## config.mk

```make
export PLATFORM = sky130hd
export DESIGN_NAME = wc_stream_conv
export DESIGN_NICKNAME = d
export VERILOG_FILES = /design/src/rtl/wc_pkg.sv /design/src/rtl/wc_mac_lane.sv /design/src/rtl/wc_stream_conv.sv
export SDC_FILE = /design/constraint.sdc
export NUM_CORES = 1
export LEC_CHECK = 0
export CORE_MARGIN = 8
export CORE_UTILIZATION = 58
export CTS_CLUSTER_SIZE = 40
export DETAILED_ROUTE_END_ITERATION = 12
export PLACE_DENSITY = 0.81
export SLEW_MARGIN = 10
export SYNTH_ARGS = -nofsm -noshare
export SYNTH_HDL_FRONTEND = slang
export SYNTH_SLANG_ARGS = --single-unit
export TNS_END_PERCENT = 5
```

## constraint.sdc

```tcl
create_clock -name clk -period 8.8 [get_ports clk]
set_input_delay 1.32 -clock clk [delete_from_list [all_inputs] [get_ports clk]]
set_output_delay 1.32 -clock clk [all_outputs]
set_load 0.005 [all_outputs]
```

## src/rtl/wc_pkg.sv

```systemverilog
// Shared definitions for the streaming Winograd-successor convolution engine.
//   - Default geometry (DW/M/R) used by wc_stream_conv and wc_mac_lane.
//   - state_e: tile FSM states FILL / COMPUTE / OUT / NEXT (2-bit encoding).
//   - clog2(): constant-evaluable ceiling log2 for port/register sizing.
//   - narrow(): reduces a wide signed accumulator to a dw-bit result.
// Build option: WC_SAT_EN
//   defined   -> narrow() saturates to [-2^(dw-1), 2^(dw-1)-1]
//   undefined -> narrow() wraps (keeps the low dw bits, two's complement)
package wc_pkg;

  localparam int DW_DEF = 10;
  localparam int M_DEF  = 4;
  localparam int R_DEF  = 4;

  typedef enum logic [1:0] {
    ST_FILL    = 2'd0,
    ST_COMPUTE = 2'd1,
    ST_OUT     = 2'd2,
    ST_NEXT    = 2'd3
  } state_e;

  function automatic int clog2(input int v);
    int r;
    r = 0;
    while ((1 << r) < v) begin
      r = r + 1;
    end
    return r;
  endfunction

  // The result is returned sign-extended to 64 bits; callers keep the low
  // dw bits. Accumulators must not exceed 64 bits.
  function automatic logic signed [63:0] narrow(input logic signed [63:0] v,
                                               input int unsigned dw);
`ifdef WC_SAT_EN
    logic signed [63:0] hi;
    logic signed [63:0] lo;
    hi = (64'sd1 <<< (dw - 1)) - 64'sd1;
    lo = -(64'sd1 <<< (dw - 1));
    if (v > hi) return hi;
    if (v < lo) return lo;
    return v;
`else
    // Drop everything above bit dw-1, then re-sign-extend from bit dw-1.
    return (v <<< (64 - dw)) >>> (64 - dw);
`endif
  endfunction

endpackage

```

## src/rtl/wc_mac_lane.sv

```systemverilog
// One output lane of the convolution engine: y[i] accumulates x[i+k]*g[k]
// over the R tap cycles of a tile.
// Ports:
//   clk     rising-edge clock
//   rst_ni  asynchronous active-low reset (clears the accumulator)
//   en_i    accumulate this cycle
//   clr_i   with en_i: start a new sum (acc = x*g instead of acc + x*g)
//   x_i     signed sample for this tap
//   g_i     signed tap coefficient
//   y_o     narrowed result of the held accumulator (sat or wrap, see wc_pkg)
module wc_mac_lane
  import wc_pkg::*;
#(
  parameter int DW = DW_DEF,
  parameter int AW = 2 * DW_DEF + clog2(R_DEF)
) (
  input  logic                 clk,
  input  logic                 rst_ni,
  input  logic                 en_i,
  input  logic                 clr_i,
  input  logic signed [DW-1:0] x_i,
  input  logic signed [DW-1:0] g_i,
  output logic signed [DW-1:0] y_o
);

  logic signed [2*DW-1:0] prod;
  logic signed [AW-1:0]   base;
  logic signed [AW-1:0]   acc_q;
  logic signed [AW-1:0]   acc_d;

  assign prod = x_i * g_i;
  // Clearing is folded into the first MAC so no dead cycle is spent on it.
  assign base = clr_i ? '0 : acc_q;

  always_comb begin
    acc_d = acc_q;
    if (en_i) begin
      acc_d = base + AW'(prod);
    end
  end

  always_ff @(posedge clk or negedge rst_ni) begin
    if (!rst_ni) begin
      acc_q <= '0;
    end else begin
      acc_q <= acc_d;
    end
  end

  // The accumulator holds its value through OUT, so the result is stable
  // for the whole handshake without a separate output register.
  assign y_o = DW'(narrow(64'(acc_q), DW));

endmodule

```

## src/rtl/wc_stream_conv.sv

```systemverilog
// Streaming 1-D convolution engine: M outputs per tile from R runtime-loaded
// taps, tile input N = M+R-1. The R-1 sample overlap between consecutive
// tiles is kept internally, so after the first tile only M new samples are
// needed per tile.
// Ports:
//   clk                     rising-edge clock
//   rst                     asynchronous active-low reset
//   k_we/k_idx/k_data       kernel tap write (ignored while busy)
//   s_valid/s_ready/s_data  sample stream in; s_first restarts a row
//   m_valid/m_ready/m_data  result tile out; y[0] in the MSB field
//   busy                    high during the R-cycle COMPUTE phase
// Build option: WC_SAT_EN selects saturating narrowing (default: wrap).
module wc_stream_conv
  import wc_pkg::*;
#(
  parameter int DW = DW_DEF,
  parameter int M  = M_DEF,
  parameter int R  = R_DEF
) (
  input  logic                    clk,
  input  logic                    rst,
  input  logic                    k_we,
  input  logic [clog2(R)-1:0]     k_idx,
  input  logic signed [DW-1:0]    k_data,
  input  logic                    s_valid,
  output logic                    s_ready,
  input  logic                    s_first,
  input  logic signed [DW-1:0]    s_data,
  output logic                    m_valid,
  input  logic                    m_ready,
  output logic [M*DW-1:0]         m_data,
  output logic                    busy
);

  localparam int N  = M + R - 1;
  localparam int AW = 2 * DW + clog2(R);
  localparam int KW = clog2(R);
  localparam int CW = clog2(N + 1);
  localparam int IW = clog2(N);

  state_e               state_q, state_d;
  logic [CW-1:0]        count_q, count_d;
  logic [KW-1:0]        kcnt_q, kcnt_d;
  logic                 rdy_en_q;
  logic signed [DW-1:0] buf_q [N];
  logic signed [DW-1:0] buf_d [N];
  logic signed [DW-1:0] g_q [R];
  logic signed [DW-1:0] g_d [R];
  logic signed [DW-1:0] tap_g;
  logic signed [DW-1:0] y [M];

  logic s_acc;
  logic last_tap;
  logic tile_full;

  assign s_acc     = s_valid & s_ready;
  assign last_tap  = (kcnt_q == KW'(R - 1));
  // True when the sample being accepted now is the Nth of the tile.
  assign tile_full = (count_q == CW'(N - 1));

  // ---------------- FSM: state register ----------------
  always_ff @(posedge clk or negedge rst) begin
    if (!rst) begin
      state_q <= ST_FILL;
    end else begin
      state_q <= state_d;
    end
  end

  // ---------------- FSM: next state ----------------
  always_comb begin
    state_d = state_q;
    case (state_q)
      ST_FILL, ST_NEXT: begin
        if (s_acc) begin
          if (s_first) begin
            state_d = ST_FILL;
          end else if (tile_full) begin
            state_d = ST_COMPUTE;
          end
        end
      end
      ST_COMPUTE: begin
        if (last_tap) state_d = ST_OUT;
      end
      ST_OUT: begin
        if (m_ready) state_d = ST_NEXT;
      end
      default: state_d = ST_FILL;
    endcase
  end

  // ---------------- FSM: outputs ----------------
  always_comb begin
    s_ready = 1'b0;
    m_valid = 1'b0;
    busy    = 1'b0;
    case (state_q)
      ST_FILL, ST_NEXT: s_ready = rdy_en_q;
      ST_COMPUTE:       busy    = 1'b1;
      ST_OUT:           m_valid = 1'b1;
      default:          ;
    endcase
  end

  // ---------------- Sample buffer, fill count, tap counter ----------------
  always_comb begin
    count_d = count_q;
    kcnt_d  = kcnt_q;
    for (int j = 0; j < N; j++) begin
      buf_d[j] = buf_q[j];
    end
    case (state_q)
      ST_FILL, ST_NEXT: begin
        if (s_acc) begin
          if (s_first) begin
            buf_d[0] = s_data;
            count_d  = CW'(1);
          end else begin
            buf_d[IW'(count_q)] = s_data;
            count_d             = count_q + 1'b1;
          end
        end
      end
      ST_COMPUTE: begin
        kcnt_d = last_tap ? '0 : kcnt_q + 1'b1;
      end
      ST_OUT: begin
        // Slide the window by M: the last R-1 samples become x[0..R-2].
        if (m_ready) begin
          for (int j = 0; j < R - 1; j++) begin
            buf_d[j] = buf_q[j + M];
          end
          count_d = CW'(R - 1);
        end
      end
      default: ;
    endcase
  end

  // Taps are frozen during COMPUTE so a tile never mixes two kernels.
  always_comb begin
    for (int j = 0; j < R; j++) begin
      g_d[j] = g_q[j];
    end
    if (k_we && (state_q != ST_COMPUTE)) begin
      g_d[k_idx] = k_data;
    end
  end

  always_ff @(posedge clk or negedge rst) begin
    if (!rst) begin
      count_q  <= '0;
      kcnt_q   <= '0;
      rdy_en_q <= 1'b0;
      for (int j = 0; j < N; j++) begin
        buf_q[j] <= '0;
      end
      for (int j = 0; j < R; j++) begin
        g_q[j] <= (j == 0) ? DW'(1) : '0;
      end
    end else begin
      count_q  <= count_d;
      kcnt_q   <= kcnt_d;
      // Holds s_ready low for the first cycle after reset release.
      rdy_en_q <= 1'b1;
      for (int j = 0; j < N; j++) begin
        buf_q[j] <= buf_d[j];
      end
      for (int j = 0; j < R; j++) begin
        g_q[j] <= g_d[j];
      end
    end
  end

  // ---------------- MAC lanes ----------------
  assign tap_g = g_q[kcnt_q];

  for (genvar gi = 0; gi < M; gi++) begin : g_lane
    logic [IW-1:0] xi;
    assign xi = IW'(gi) + IW'(kcnt_q);

    wc_mac_lane #(
      .DW (DW),
      .AW (AW)
    ) u_lane (
      .clk    (clk),
      .rst_ni (rst),
      .en_i   (state_q == ST_COMPUTE),
      .clr_i  (kcnt_q == '0),
      .x_i    (buf_q[xi]),
      .g_i    (tap_g),
      .y_o    (y[gi])
    );

    assign m_data[(M-1-gi)*DW +: DW] = y[gi];
  end

endmodule

```

==> results.ini <==
[critical_path]
rr_worst_depth=23
worstPathCellList=inv_1 -> ha_2 -> nor2b_1 -> a221oi_1 -> a21oi_1 -> nand2_1 -> fa_1 -> inv_1 -> fa_1 -> inv_1 -> fa_1 -> inv_1 -> fa_1 -> inv_1 -> fa_1 -> xnor2_1 -> xnor2_1 -> xnor2_1 -> xnor2_1 -> xnor2_1 -> xnor3_1 -> xnor3_1 -> mux2_2
slowest_stage=nor2b_1
worst_setup_path_start_kind=flop
max_stage_delay_ps=870
endpoint_kind=flop
cp-endpoint=g_lane[3].u_lane.acc_q[9]
worstPathMaxFanout=26
arrival_ps=8090
rr_startpoint=kcnt_q[0]
r2r_end=g_lane[3].u_lane.acc_q[9]
crit_start=kcnt_q[0]
critPathKind=flop to flop
cp.required_ps=9130
reg2reg_slack_ps=1040

[floorplanning]
dieHeight_um=182
coreArea_um2=27000
die_w_um=182
dieArea_um2=33000
ios=71
start_util_pct=59.1
num_rows=60

[drt]
first_pass_iters=5
highest_layer=met4
routed_via_density=5.94
drt_wl_total_um=38700
met1Wirelength_um=15700
postRouteAntennaNets=0
drc_errors=0
drt_iter0_markers=925
routedWlPerCell_um=20.1
via_count=11500
wl_met3_um=3250
wl_met2_um=18400

[clock_tree]
cts_tree=yes
cts_hold_buffers=0
cts_setup_buffers=0
root_buffer=clkbuf_16
cts_buffers=17
clock-sinks=158
cts_max_level=4
clk_pin_slew_ps=70
ctsResizeCount=0
clock_path_buffers=2
clk-insertion-delay-late_ps=450

[run]
cap_viol_max_count=0

[synth]
ys_types=63
synth.cell_area_um2=15900
synth_seq_area_share_pct=24.8
synth_edf_count=0
ys_top_cells_by_area=dfrtp_1, fa_1, ha_1, mux2_2, inv_1
yosysTopAreaCellShare_pct=24.7
yosysWarnings=0
syn_inst=1545
syn_nets=1835
ys_ff_latch=158
synthFlopType=dfrtp_1
synth_top_area_cell=dfrtp_1
ys_async_sr_fraction_pct=100
postSynthAreaPerCell_um2=10.3

[finish]
area_growth_pct=9.10
final_net_count=1864
antenna_cells=0
finalNonFillerCells=1928
drive_gt1_share_pct=15.6
layout.cells.most_common=inv_1
final_cell_mix=inv_1, dfrtp_1, nand2_1
num-fill-cells=2046

[timing]
tightest_slew_ps=1310
max_freq_mhz=129
finalSetupViolations=0
hold_violations=0
min_period_ps=7760
whs_ps=506
fin_crit_sh_pct=88.2
rsz0062_at_grt=no
slew_headroom_pct=12.6
slew_violations=0
fin_setup_tns_ps=0
fin_worst_skew_ps=13.6

[global_route]
global_route.overflow_total=0
grt_antenna_before_repair=0
grt_use_total_pct=24.1
grt_pass1_vias=12000
grt_pass1_wl_um=63500
grt_max_degree=89

[min_path]
worstHoldStart=g_q[21]
hold_class=flop to flop

[placed_design]
finalWeightedCongestion=0.921
port_buffers=70
dp_hpwl_um=27900
dp_cells=1896

[run_status]
status=complete, no violations

-- worst max-delay path: cells and delay by family, from the launching register on --
family          cells  cell delay, ps
compound gates      2             760
xor+xnor            7            1420
fa+ha+maj           6            3060
buf+inv             5             410
flops               1             670
mux                 1             270
simple gates        2            1030
-- cell families (layout without fill, tap and decap cells) --
logic type | count (synthesis) | after routing | share of synthesized area (%)
adders and majority gates | 262 | 262 | 26.2
buffers and inverters | 306 | 348 | 8.30
other | 1 | 1 | 0.0235
muxes | 198 | 198 | 16.6
xor gates and xnor gates | 100 | 100 | 6.08
AOI/OAI and AO/OA | 151 | 151 | 6.81
and+or+nand+nor | 369 | 369 | 11.2
DFF | 158 | 158 | 24.8
-- how the worst min path moves through the flow --
stage                      to  slack, ps  depth (start not counted)
finish                g_q[21]        510                          1
CTS                   g_q[14]        510                          1
global route          g_q[11]        520                          1
global placement       g_q[2]        480                          1
floorplan           buf_q[57]        470                          2
detailed placement    g_q[14]        490                          1
-- routing by layer --
layer | global-route usage [%] | vias to the layer above
li1 | - | 5146
met1 | 31.0 | 5702
met2 | 39.5 | 512
met3 | 5.07 | 100
met4 | 8.99 | 0
met5 | 0 | -
-- sequential cells by signal (all words and copies together), names as in the netlist --
signal / cells
kcnt_q: 2
rdy_en_q: 1
state_q: 2
g_q: 40
buf_q: 70
g_lane.u_lane.acc_q: 40
count_q: 3
-- cell type report --
cell class                      count  area (um2)  area share, %
Clock buffer                       17         425           2.45
Tap cell                          341         427           2.45
Sequential cell                   158        3960           22.8
Multi-Input combinational cell   1081       10700           61.6
Inverter                          231         867           4.99
Clock inverter                     15         188           1.08
Timing Repair Buffer               85         815           4.69
-- cells in the mapped netlist, types with 20 or more instances --
master    instances
inv_1           230
dfrtp_1         157
nand2_1         148
ha_1            142
mux2_2          133
fa_1            120
and2_1           70
nor2_1           69
xnor2_1          69
nor2b_1          47
clkbuf_1         43
a21oi_1          37
mux4_2           34
o21ai_0          33
mux2i_1          24
xor2_1           22
a21o_1           20
a32oi_1          20
-- metrics by stage --
stage / util (%) / area [um2] / worst slack, ps
after floorplan: - / 15900 / 1890
after global placement: 62.2 / 16800 / 1360
after detailed placement: 62.2 / 16800 / 1090
after CTS: 64.5 / 17400 / 1080
after global routing: 64.5 / 17400 / 713
final: 64.5 / 17400 / 1040
Power is not shown: default switching activity piles up to over one toggle a cycle in this logic, so the estimate is an artifact.
